**config.mk**
```make
export PLATFORM = sky130hd
export DESIGN_NAME = alu_muldiv
export DESIGN_NICKNAME = d
export VERILOG_FILES = /design/src/rtl/alu_pkg.sv /design/src/rtl/muldiv_iter.sv /design/src/rtl/alu_muldiv.sv
export SDC_FILE = /design/constraint.sdc
export NUM_CORES = 1
export LEC_CHECK = 0
export BUFFER_PORTS_ARGS = -buffer_cell sky130_fd_sc_hd__buf_4
export CORE_MARGIN = 2
export CORE_UTILIZATION = 43
export CTS_CLUSTER_DIAMETER = 60
export DETAILED_ROUTE_END_ITERATION = 8
export SYNTH_ARGS = -nofsm -noshare
export SYNTH_HDL_FRONTEND = slang
export SYNTH_SLANG_ARGS = --single-unit
export TNS_END_PERCENT = 100
```
**constraint.sdc**
```tcl
create_clock -name clk -period 4.8 [get_ports clk]
set_input_delay 0.96 -clock clk [delete_from_list [all_inputs] [get_ports clk]]
set_output_delay 0.96 -clock clk [all_outputs]
set_load 0.05 [all_outputs]
```
**src/rtl/alu_pkg.sv**
```systemverilog
// Shared ALU definitions: control codes from the ALU control decoder and
// the iterative mult/div sequencer state encoding.
package alu_pkg;

    localparam logic [3:0] ALU_AND  = 4'b0000;
    localparam logic [3:0] ALU_OR   = 4'b0001;
    localparam logic [3:0] ALU_ADD  = 4'b0010;
    localparam logic [3:0] ALU_MULT = 4'b0011;
    localparam logic [3:0] ALU_NOR  = 4'b0100;
    localparam logic [3:0] ALU_DIV  = 4'b0101;
    localparam logic [3:0] ALU_SUB  = 4'b0110;
    localparam logic [3:0] ALU_SLT  = 4'b0111;

    typedef enum logic [2:0] {
        MD_IDLE,
        MD_MUL,
        MD_DIV,
        MD_FIX,
        MD_DONE
    } md_state_t;

    function automatic logic is_muldiv(input logic [3:0] con);
        return (con == ALU_MULT) || (con == ALU_DIV);
    endfunction

endpackage

```
**src/rtl/muldiv_iter.sv**
```systemverilog
// Iterative signed multiply (shift-add) / divide (restoring) on operand
// magnitudes, with a final sign-fix step and a one-state done handshake.
module muldiv_iter
    import alu_pkg::*;
#(
    parameter int unsigned WIDTH = 32
) (
    input  logic             clk_i,
    input  logic             rst_ni,
    input  logic             start_i,
    input  logic             is_div_i,
    input  logic [WIDTH-1:0] a_i,
    input  logic [WIDTH-1:0] b_i,
    output logic             idle_o,
    output logic             busy_o,
    output logic             done_o,
    output logic             div_zero_o,
    output logic [WIDTH-1:0] hi_o,
    output logic [WIDTH-1:0] lo_o
);

    localparam int unsigned CW = $clog2(WIDTH) + 1;

    md_state_t        state_q, state_d;
    logic [WIDTH-1:0] acc_q, sh_q, mcand_q;
    logic [CW-1:0]    cnt_q;
    logic             neg_q, sa_q, is_div_q;

    logic             last_iter;
    logic [WIDTH:0]   mul_sum, div_shift, div_diff;
    logic [WIDTH-1:0] abs_a, abs_b;

    assign last_iter = (cnt_q == CW'(WIDTH - 1));
    assign abs_a     = a_i[WIDTH-1] ? -a_i : a_i;
    assign abs_b     = b_i[WIDTH-1] ? -b_i : b_i;

    // {acc,sh} is the product register for mult; for div acc is the partial
    // remainder and sh shifts the dividend out while the quotient shifts in.
    assign mul_sum   = {1'b0, acc_q} + (sh_q[0] ? {1'b0, mcand_q} : '0);
    assign div_shift = {acc_q, sh_q[WIDTH-1]};
    assign div_diff  = div_shift - {1'b0, mcand_q};

    always_ff @(posedge clk_i or negedge rst_ni) begin
        if (!rst_ni) state_q <= MD_IDLE;
        else         state_q <= state_d;
    end

    always_comb begin
        state_d = state_q;
        case (state_q)
            MD_IDLE: if (start_i) state_d = is_div_i ? MD_DIV : MD_MUL;
            MD_MUL:  if (last_iter) state_d = MD_FIX;
            MD_DIV: begin
                if (mcand_q == '0)  state_d = MD_DONE;
                else if (last_iter) state_d = MD_FIX;
            end
            MD_FIX:  state_d = MD_DONE;
            MD_DONE: state_d = MD_IDLE;
            default: state_d = MD_IDLE;
        endcase
    end

    always_ff @(posedge clk_i or negedge rst_ni) begin
        if (!rst_ni) begin
            acc_q    <= '0;
            sh_q     <= '0;
            mcand_q  <= '0;
            cnt_q    <= '0;
            neg_q    <= 1'b0;
            sa_q     <= 1'b0;
            is_div_q <= 1'b0;
        end else begin
            case (state_q)
                MD_IDLE: if (start_i) begin
                    acc_q    <= '0;
                    sh_q     <= abs_a;
                    mcand_q  <= abs_b;
                    cnt_q    <= '0;
                    sa_q     <= a_i[WIDTH-1];
                    neg_q    <= a_i[WIDTH-1] ^ b_i[WIDTH-1];
                    is_div_q <= is_div_i;
                end
                MD_MUL: begin
                    {acc_q, sh_q} <= {mul_sum, sh_q[WIDTH-1:1]};
                    cnt_q         <= cnt_q + CW'(1);
                end
                MD_DIV: begin
                    if (!div_diff[WIDTH]) begin
                        acc_q <= div_diff[WIDTH-1:0];
                        sh_q  <= {sh_q[WIDTH-2:0], 1'b1};
                    end else begin
                        acc_q <= div_shift[WIDTH-1:0];
                        sh_q  <= {sh_q[WIDTH-2:0], 1'b0};
                    end
                    cnt_q <= cnt_q + CW'(1);
                end
                MD_FIX: begin
                    if (is_div_q) begin
                        if (neg_q) sh_q  <= -sh_q;
                        if (sa_q)  acc_q <= -acc_q;
                    end else if (neg_q) begin
                        {acc_q, sh_q} <= -{acc_q, sh_q};
                    end
                end
                default: ;
            endcase
        end
    end

    assign idle_o     = (state_q == MD_IDLE);
    assign busy_o     = (state_q == MD_MUL) || (state_q == MD_DIV) || (state_q == MD_FIX);
    assign done_o     = (state_q == MD_DONE);
    assign div_zero_o = (state_q == MD_DONE) && is_div_q && (mcand_q == '0);
    assign hi_o       = acc_q;
    assign lo_o       = sh_q;

endmodule

```
**src/rtl/alu_muldiv.sv**
```systemverilog
// Datapath ALU stage: registered single-cycle logic/arith ops plus an
// iterative signed mult/div unit feeding the HI/LO registers.
module alu_muldiv
    import alu_pkg::*;
#(
    parameter int unsigned WIDTH = 32
) (
    input  logic             clk,
    input  logic             rst_n,
    input  logic             valid_in,
    input  logic [3:0]       alu_con,
    input  logic [WIDTH-1:0] a,
    input  logic [WIDTH-1:0] b,
    output logic [WIDTH-1:0] result,
    output logic             zero,
    output logic             overflow,
    output logic             busy,
    output logic             done,
    output logic             div_zero,
    output logic [WIDTH-1:0] hi,
    output logic [WIDTH-1:0] lo
);

    logic [WIDTH-1:0] result_q, result_d, hi_q, hi_d, lo_q, lo_d;
    logic             zero_q, zero_d, overflow_q, overflow_d;
    logic             done_q, done_d, div_zero_q, div_zero_d;

    logic             md_idle, md_busy, md_done, md_div_zero, accept, is_md;
    logic [WIDTH-1:0] md_hi, md_lo, res_c, sum_c, diff_c;
    logic             ovf_c;

    assign is_md  = is_muldiv(alu_con);
    // Issue only from IDLE: the DONE cycle drops busy but cannot take a new op.
    assign accept = valid_in && md_idle;

    muldiv_iter #(
        .WIDTH(WIDTH)
    ) u_muldiv_iter (
        .clk_i      (clk),
        .rst_ni     (rst_n),
        .start_i    (accept && is_md),
        .is_div_i   (alu_con == ALU_DIV),
        .a_i        (a),
        .b_i        (b),
        .idle_o     (md_idle),
        .busy_o     (md_busy),
        .done_o     (md_done),
        .div_zero_o (md_div_zero),
        .hi_o       (md_hi),
        .lo_o       (md_lo)
    );

    always_comb begin
        sum_c  = a + b;
        diff_c = a - b;
        res_c  = '0;
        ovf_c  = 1'b0;
        case (alu_con)
            ALU_AND: res_c = a & b;
            ALU_OR:  res_c = a | b;
            ALU_NOR: res_c = ~(a | b);
            ALU_ADD: begin
                res_c = sum_c;
                ovf_c = (a[WIDTH-1] == b[WIDTH-1]) && (sum_c[WIDTH-1] != a[WIDTH-1]);
            end
            ALU_SUB: begin
                res_c = diff_c;
                ovf_c = (a[WIDTH-1] != b[WIDTH-1]) && (diff_c[WIDTH-1] != a[WIDTH-1]);
            end
            ALU_SLT: res_c = {{(WIDTH-1){1'b0}}, ($signed(a) < $signed(b))};
            default: ;
        endcase
    end

    always_comb begin
        result_d   = result_q;
        zero_d     = zero_q;
        overflow_d = overflow_q;
        hi_d       = hi_q;
        lo_d       = lo_q;
        done_d     = 1'b0;
        div_zero_d = 1'b0;
        if (md_done) begin
            done_d     = 1'b1;
            overflow_d = 1'b0;
            if (md_div_zero) begin
                div_zero_d = 1'b1;
            end else begin
                hi_d     = md_hi;
                lo_d     = md_lo;
                result_d = md_lo;
                zero_d   = (md_lo == '0);
            end
        end else if (accept && !is_md) begin
            result_d   = res_c;
            zero_d     = (res_c == '0);
            overflow_d = ovf_c;
            done_d     = 1'b1;
        end
    end

    always_ff @(posedge clk or negedge rst_n) begin
        if (!rst_n) begin
            result_q   <= '0;
            zero_q     <= 1'b0;
            overflow_q <= 1'b0;
            hi_q       <= '0;
            lo_q       <= '0;
            done_q     <= 1'b0;
            div_zero_q <= 1'b0;
        end else begin
            result_q   <= result_d;
            zero_q     <= zero_d;
            overflow_q <= overflow_d;
            hi_q       <= hi_d;
            lo_q       <= lo_d;
            done_q     <= done_d;
            div_zero_q <= div_zero_d;
        end
    end

    assign result   = result_q;
    assign zero     = zero_q;
    assign overflow = overflow_q;
    assign busy     = md_busy;
    assign done     = done_q;
    assign div_zero = div_zero_q;
    assign hi       = hi_q;
    assign lo       = lo_q;

endmodule

```
# Yosys cells after proc, flatten, opt, wreduce, memory -nomap -nowiden
# Cells that the tools add are included.
dict set report totals {
  reg_bits 208
  input_bits 71
  output_inout_bits 101
}
dict set report op_classes {
  muxes 36
  n_lt_le_gt_ge 1
  n_bitwise 5
  n_reduce_logical 26
  eq_ne 21
  add_sub_neg 10
}
# op count
set ops {}
lappend ops {{$mux W32} 15}
lappend ops {{$pmux W32 S4} 2}
lappend ops {{$pmux W32 S6} 1}
lappend ops {{$neg A32 Y32} 4}
lappend ops {{$logic_not A32 Y1} 3}
lappend ops {{$neg A64 Y64} 1}
lappend ops {{$add A32 B33 Y33} 1}
lappend ops {{$sub A33 B32 Y33} 1}
lappend ops {{$add A32 B32 Y32} 1}
lappend ops {{$and A32 B32 Y32} 1}
lappend ops {{$lt A32 B32 Y1} 1}
lappend ops {{$not A32 Y32} 1}
lappend ops {{$or A32 B32 Y32} 1}
lappend ops {{$sub A32 B32 Y32} 1}
lappend ops {{$eq A4 B3 Y1 const B} 4}
lappend ops {{$pmux W3 S4} 1}
lappend ops {{$pmux W6 S2} 1}
lappend ops {{$mux W1} 10}
lappend ops {{$mux W3} 3}
lappend ops {{$eq A4 B2 Y1 const B} 2}
lappend ops {{$reduce_and A2 Y1} 4}
lappend ops {{$logic_and A1 B1 Y1} 7}
lappend ops {{$add A6 B1 Y6 const B} 1}
lappend ops {{$eq A3 B2 Y1 const B} 2}
lappend ops {{other kinds (24)} 30}

# Longest topological paths before layout
dict set report logic_depth {
  word_depth 6
  mapped_depth 18
  depth_no_buf 16
}

# By module
# From an unflattened synthesis, not the netlist that was laid out.
dict set report hier_totals {
  cells_unflattened 2752
  area_unflattened_um2 21804.7
}
# module cells_per_inst instances area_each_um2
set by_module_without_submodules {}
lappend by_module_without_submodules {muldiv_iter 1525 1 11561.1}
lappend by_module_without_submodules {alu_muldiv 1227 1 10243.6}

# Worst setup path after synthesis
# Ideal clock, no wire load.
dict set report synth_timing {
  kind {input-to-reg}
  from {in a[0]}
  to {reg zero_q (netlist: zero)}
  slack_ns 0.387
  path_stages 16
  n_path_buf 0
  arrival_ns 4.336
  setup_ns 0.076
  cell_sequence {inv_1 ha_1 inv_1 fa_1 nor2b_1 a211oi_1 o221ai_1 a21o_1 or4b_1 nor3b_1 and4b_1 nand4b_1 nor4_1 nand4_1 or4_1 o21ai_1}
}
dict set report synth_via {
  elab_chain_cells 6
  word_cells_on_any_way 10
}
# element line
set synth_lines {}
lappend synth_lines {{start, declared} alu_muldiv.sv:12} ;# input logic [WIDTH-1:0] a,
lappend synth_lines {{branches (longest 2 deep; another with $sub A32 B32 Y32)} -}
lappend synth_lines {{$pmux W32 S6 *} alu_muldiv.sv:58} ;# case (alu_con)
lappend synth_lines {{$logic_not A32 Y1 *} alu_muldiv.sv:96} ;# zero_d = (res_c == '0);
lappend synth_lines {{$mux W1 *} alu_muldiv.sv:94} ;# end else if (accept && !is_md) begin
lappend synth_lines {{$mux W1 *} alu_muldiv.sv:83} ;# if (md_done) begin
lappend synth_lines {{end signal, assigned} alu_muldiv.sv:113} ;# zero_q <= zero_d;
lappend synth_lines {{end, declared} alu_muldiv.sv:25} ;# logic zero_q, zero_d, overflow_q, overflow_d;
# Every way passes the cells marked *. The select of a mux whose other input is x is not followed.
# A chain may end at the register's enable or synchronous reset.

# Worst setup path after layout
# Ends and elaborated chain as after synthesis.

==> flow_summary.ini <==
[outcome]
status = complete, no violations

[global_route]
grt_max_degree = 86
antenna_found_initial = 3
grt_pass1_wl_um = 128200
overflow = 0
track_usage = 0.3325
grt_pass1_vias = 21400

[timing]
period_share = 0.9641
drv_slew = 0
fmax_ghz = 0.2161
min_period_ps = 4628
finClkSkew_ps = 40.59
finalHoldViolCount = 0
maxSlewHeadroom = 0.2014
setup_viol = 0
worst_pin_slew_ps = 1181

[yosys]
yosysWarnings = 0
synthFlopType = dfrtp_1
yosys.cell_count.top_type = nor2_1
netlist_area_mm2 = 0.02062
ys_types = 98
synthTopCellsByCount = nor2_1 (261), o21ai_0 (238), dfrtp_1 (208), nand2_1 (194), a21oi_1 (180)
synthCells = 2628
synth_nets = 2871
synth_top_area_frac = 0.2524
synth-edff-count = 0
ys_ff_latch = 208
ys_top_cells_by_area = dfrtp_1 (25%), ha_1 (10%), o21ai_0 (5.8%)
synthArstFlopShare = 1.000
yosysSeqAreaShare = 0.2524
yosys.area.top_type = dfrtp_1
syn_area_per_cell_um2 = 7.848

[power]
p_leak_nw = 11.79
ir_drop_v = 0.0002509
power.total_mw = 4.963
p_per_area_mw_per_mm2 = 200.6

[floorplan]
io_pins = 172
fp.dieArea_mm2 = 0.04973
rows = 80
dieHeight_um = 223
die_w_um = 223
initial_core_util = 0.4338
coreArea_mm2 = 0.04755

[route]
vias = 21970
drtIter0Drc = 2180
viasPerCell = 6.243
drt-wirelength-per-cell_um = 24.09
detail_route.drc_violations = 0
drt_pass1_iterations = 9
drt_wl_total_um = 84780
ant_nets = 0

[setup_path]
critPathArrivalTime_ps = 5060
cp-end-kind = register
setup.worst_path.start_class = input pin
worstPathMaxFanout = 3
crit_required_ps = 5240
path_class = in2reg

[final_layout]
syn_to_final_growth_pct = 19.94
fin_nets = 3128
fillers = 4564
final_core_util = 0.5203
diodes = 0
drive_above_1_share = 0.1939

[place]
gp_congestion = 1.003
io_buffers = 171
dp_hpwl_um = 66260

[clock_network]
clock_latency_ps = 560
cts_tree = built
cts_sinks = 208
h-tree-depth = 1
cts_buffer_depth = 3
clk_pin_slew_ps = 60
cts_root_buf = clkbuf_16
cts_made_buffers = 26

[min_path]
hold_path_class = in2async

[flow_run]
drv_cap = 0
-- logic make-up after synthesis --
family                     count (synthesis)  share of synthesized area
muxes                                    106                    0.05551
buffers and inverters                    321                    0.05952
AOI/OAI and AO/OA                        877                     0.2819
adders and majority gates                172                     0.1058
DFF                                      208                     0.2524
and+or+nand+nor                          824                     0.1940
xor gates and xnor gates                 120                    0.05096
-- path summary, 6_finish.rpt --
check | from | to | slack (ps) | depth (start not counted)
setup reg to reg | u_muldiv_iter.lo_o[0] | u_muldiv_iter.hi_o[29] | 430 | 18
hold reg to reg | lo[29] | lo[29] | 480 | 2
min in group clk | lo[29] | lo[29] | 480 | 2
max in group asynchronous | rst_n | hi[3] | 3310 | 2
hold / removal | rst_n | hi[2] | 400 | 1
setup / recovery | a[0] | zero | 170 | 17
-- power breakdown --
part           internal, mW  switching, mW  leakage (nW)
clock network          1.19          0.794         0.418
logic                 0.476          0.739          8.58
registers              1.76        0.00461          2.79
total                  3.43           1.54          11.8
-- worst max-delay path, cell delays in order --
cell	delay (ps)
buf_4	130
inv_1	80
ha_1	160
inv_1	60
fa_1	410
nor2b_1	180
a211oi_2	250
o221ai_1	160
a21o_1	210
or4b_1	590
nor3b_2	260
and4b_1	240
nand4b_1	180
nor4_2	340
nand4_1	170
or4_1	510
o21ai_1	160
-- routing by layer --
layer	vias up	routed length (um)	GRT usage
li1	10200	-	-
met2	921	39630	0.5554
met4	0	5262	0.1866
met1	10620	34690	0.4210
met3	228	5192	0.03385
met5	-	0	0
-- cells in the final DEF, fill, tap and decap left out, drive strengths merged, types with 23 or more instances in the layout --
cell type  count
a211oi        24
a21o          58
a21oi        181
a221oi        36
a31oi         28
buf          390
clkbuf        37
dfrtp        208
ha           168
inv          162
mux2          67
mux2i         39
nand2        194
nand2b        32
nand3         49
nand4         26
nor2         261
nor2b         26
nor3          76
nor4          37
o211ai        25
o21ai        245
o221ai        23
o31ai         39
or3           24
xnor2        100
-- what timing repair did --
item	4_1_cts	5_1_grt
hold buffers	0	0
setup buffers	0	3
endpoints found under the setup margin	0	1
gates resized for setup	0	11
-- final cells by class --
class | instances | area [um^2] | share of cell area
timing repair buffer | 390 | 2985 | 0.1207
tap | 615 | 769.5 | 0.03111
inverter | 160 | 600.6 | 0.02428
multi-input combinational | 2099 | 14310 | 0.5785
sequential | 208 | 5205 | 0.2104
clock inverter | 10 | 122.6 | 0.004957
clock buffer | 37 | 743.2 | 0.03005
-- state kept, by name (all words and copies together) (netlist names) --
signal / cells
u_muldiv_iter.sa_q: 1
overflow: 1
div_zero: 1
done: 1
lo: 32
u_muldiv_iter.hi_o: 32
u_muldiv_iter.mcand_q: 32
zero: 1
hi: 32
u_muldiv_iter.neg_q: 1
u_muldiv_iter.is_div_q: 1
result: 32
u_muldiv_iter.state_q: 3
u_muldiv_iter.cnt_q: 6
u_muldiv_iter.lo_o: 32
-- stage by stage --
| stage | hold WS, ps | TNS (ps) | setup slack [ps] | cell area [um^2] | instances |
|---|---|---|---|---|---|
| floorplan | 449.6 | 0 | 387.2 | 20620 | 2628 |
| global placement | 467.4 | -424.6 | -393.0 | 23790 | 3469 |
| detailed placement | 478.8 | -609.0 | -485.7 | 23790 | 3469 |
| CTS | 426.1 | 0 | 30.86 | 24660 | 3516 |
| global route | 455.4 | -20.00 | -20.00 | 24740 | 3519 |
| finish | 404.7 | 0 | 172.5 | 24740 | 3519 |
Note: power is estimated with default switching activity, not from simulation.
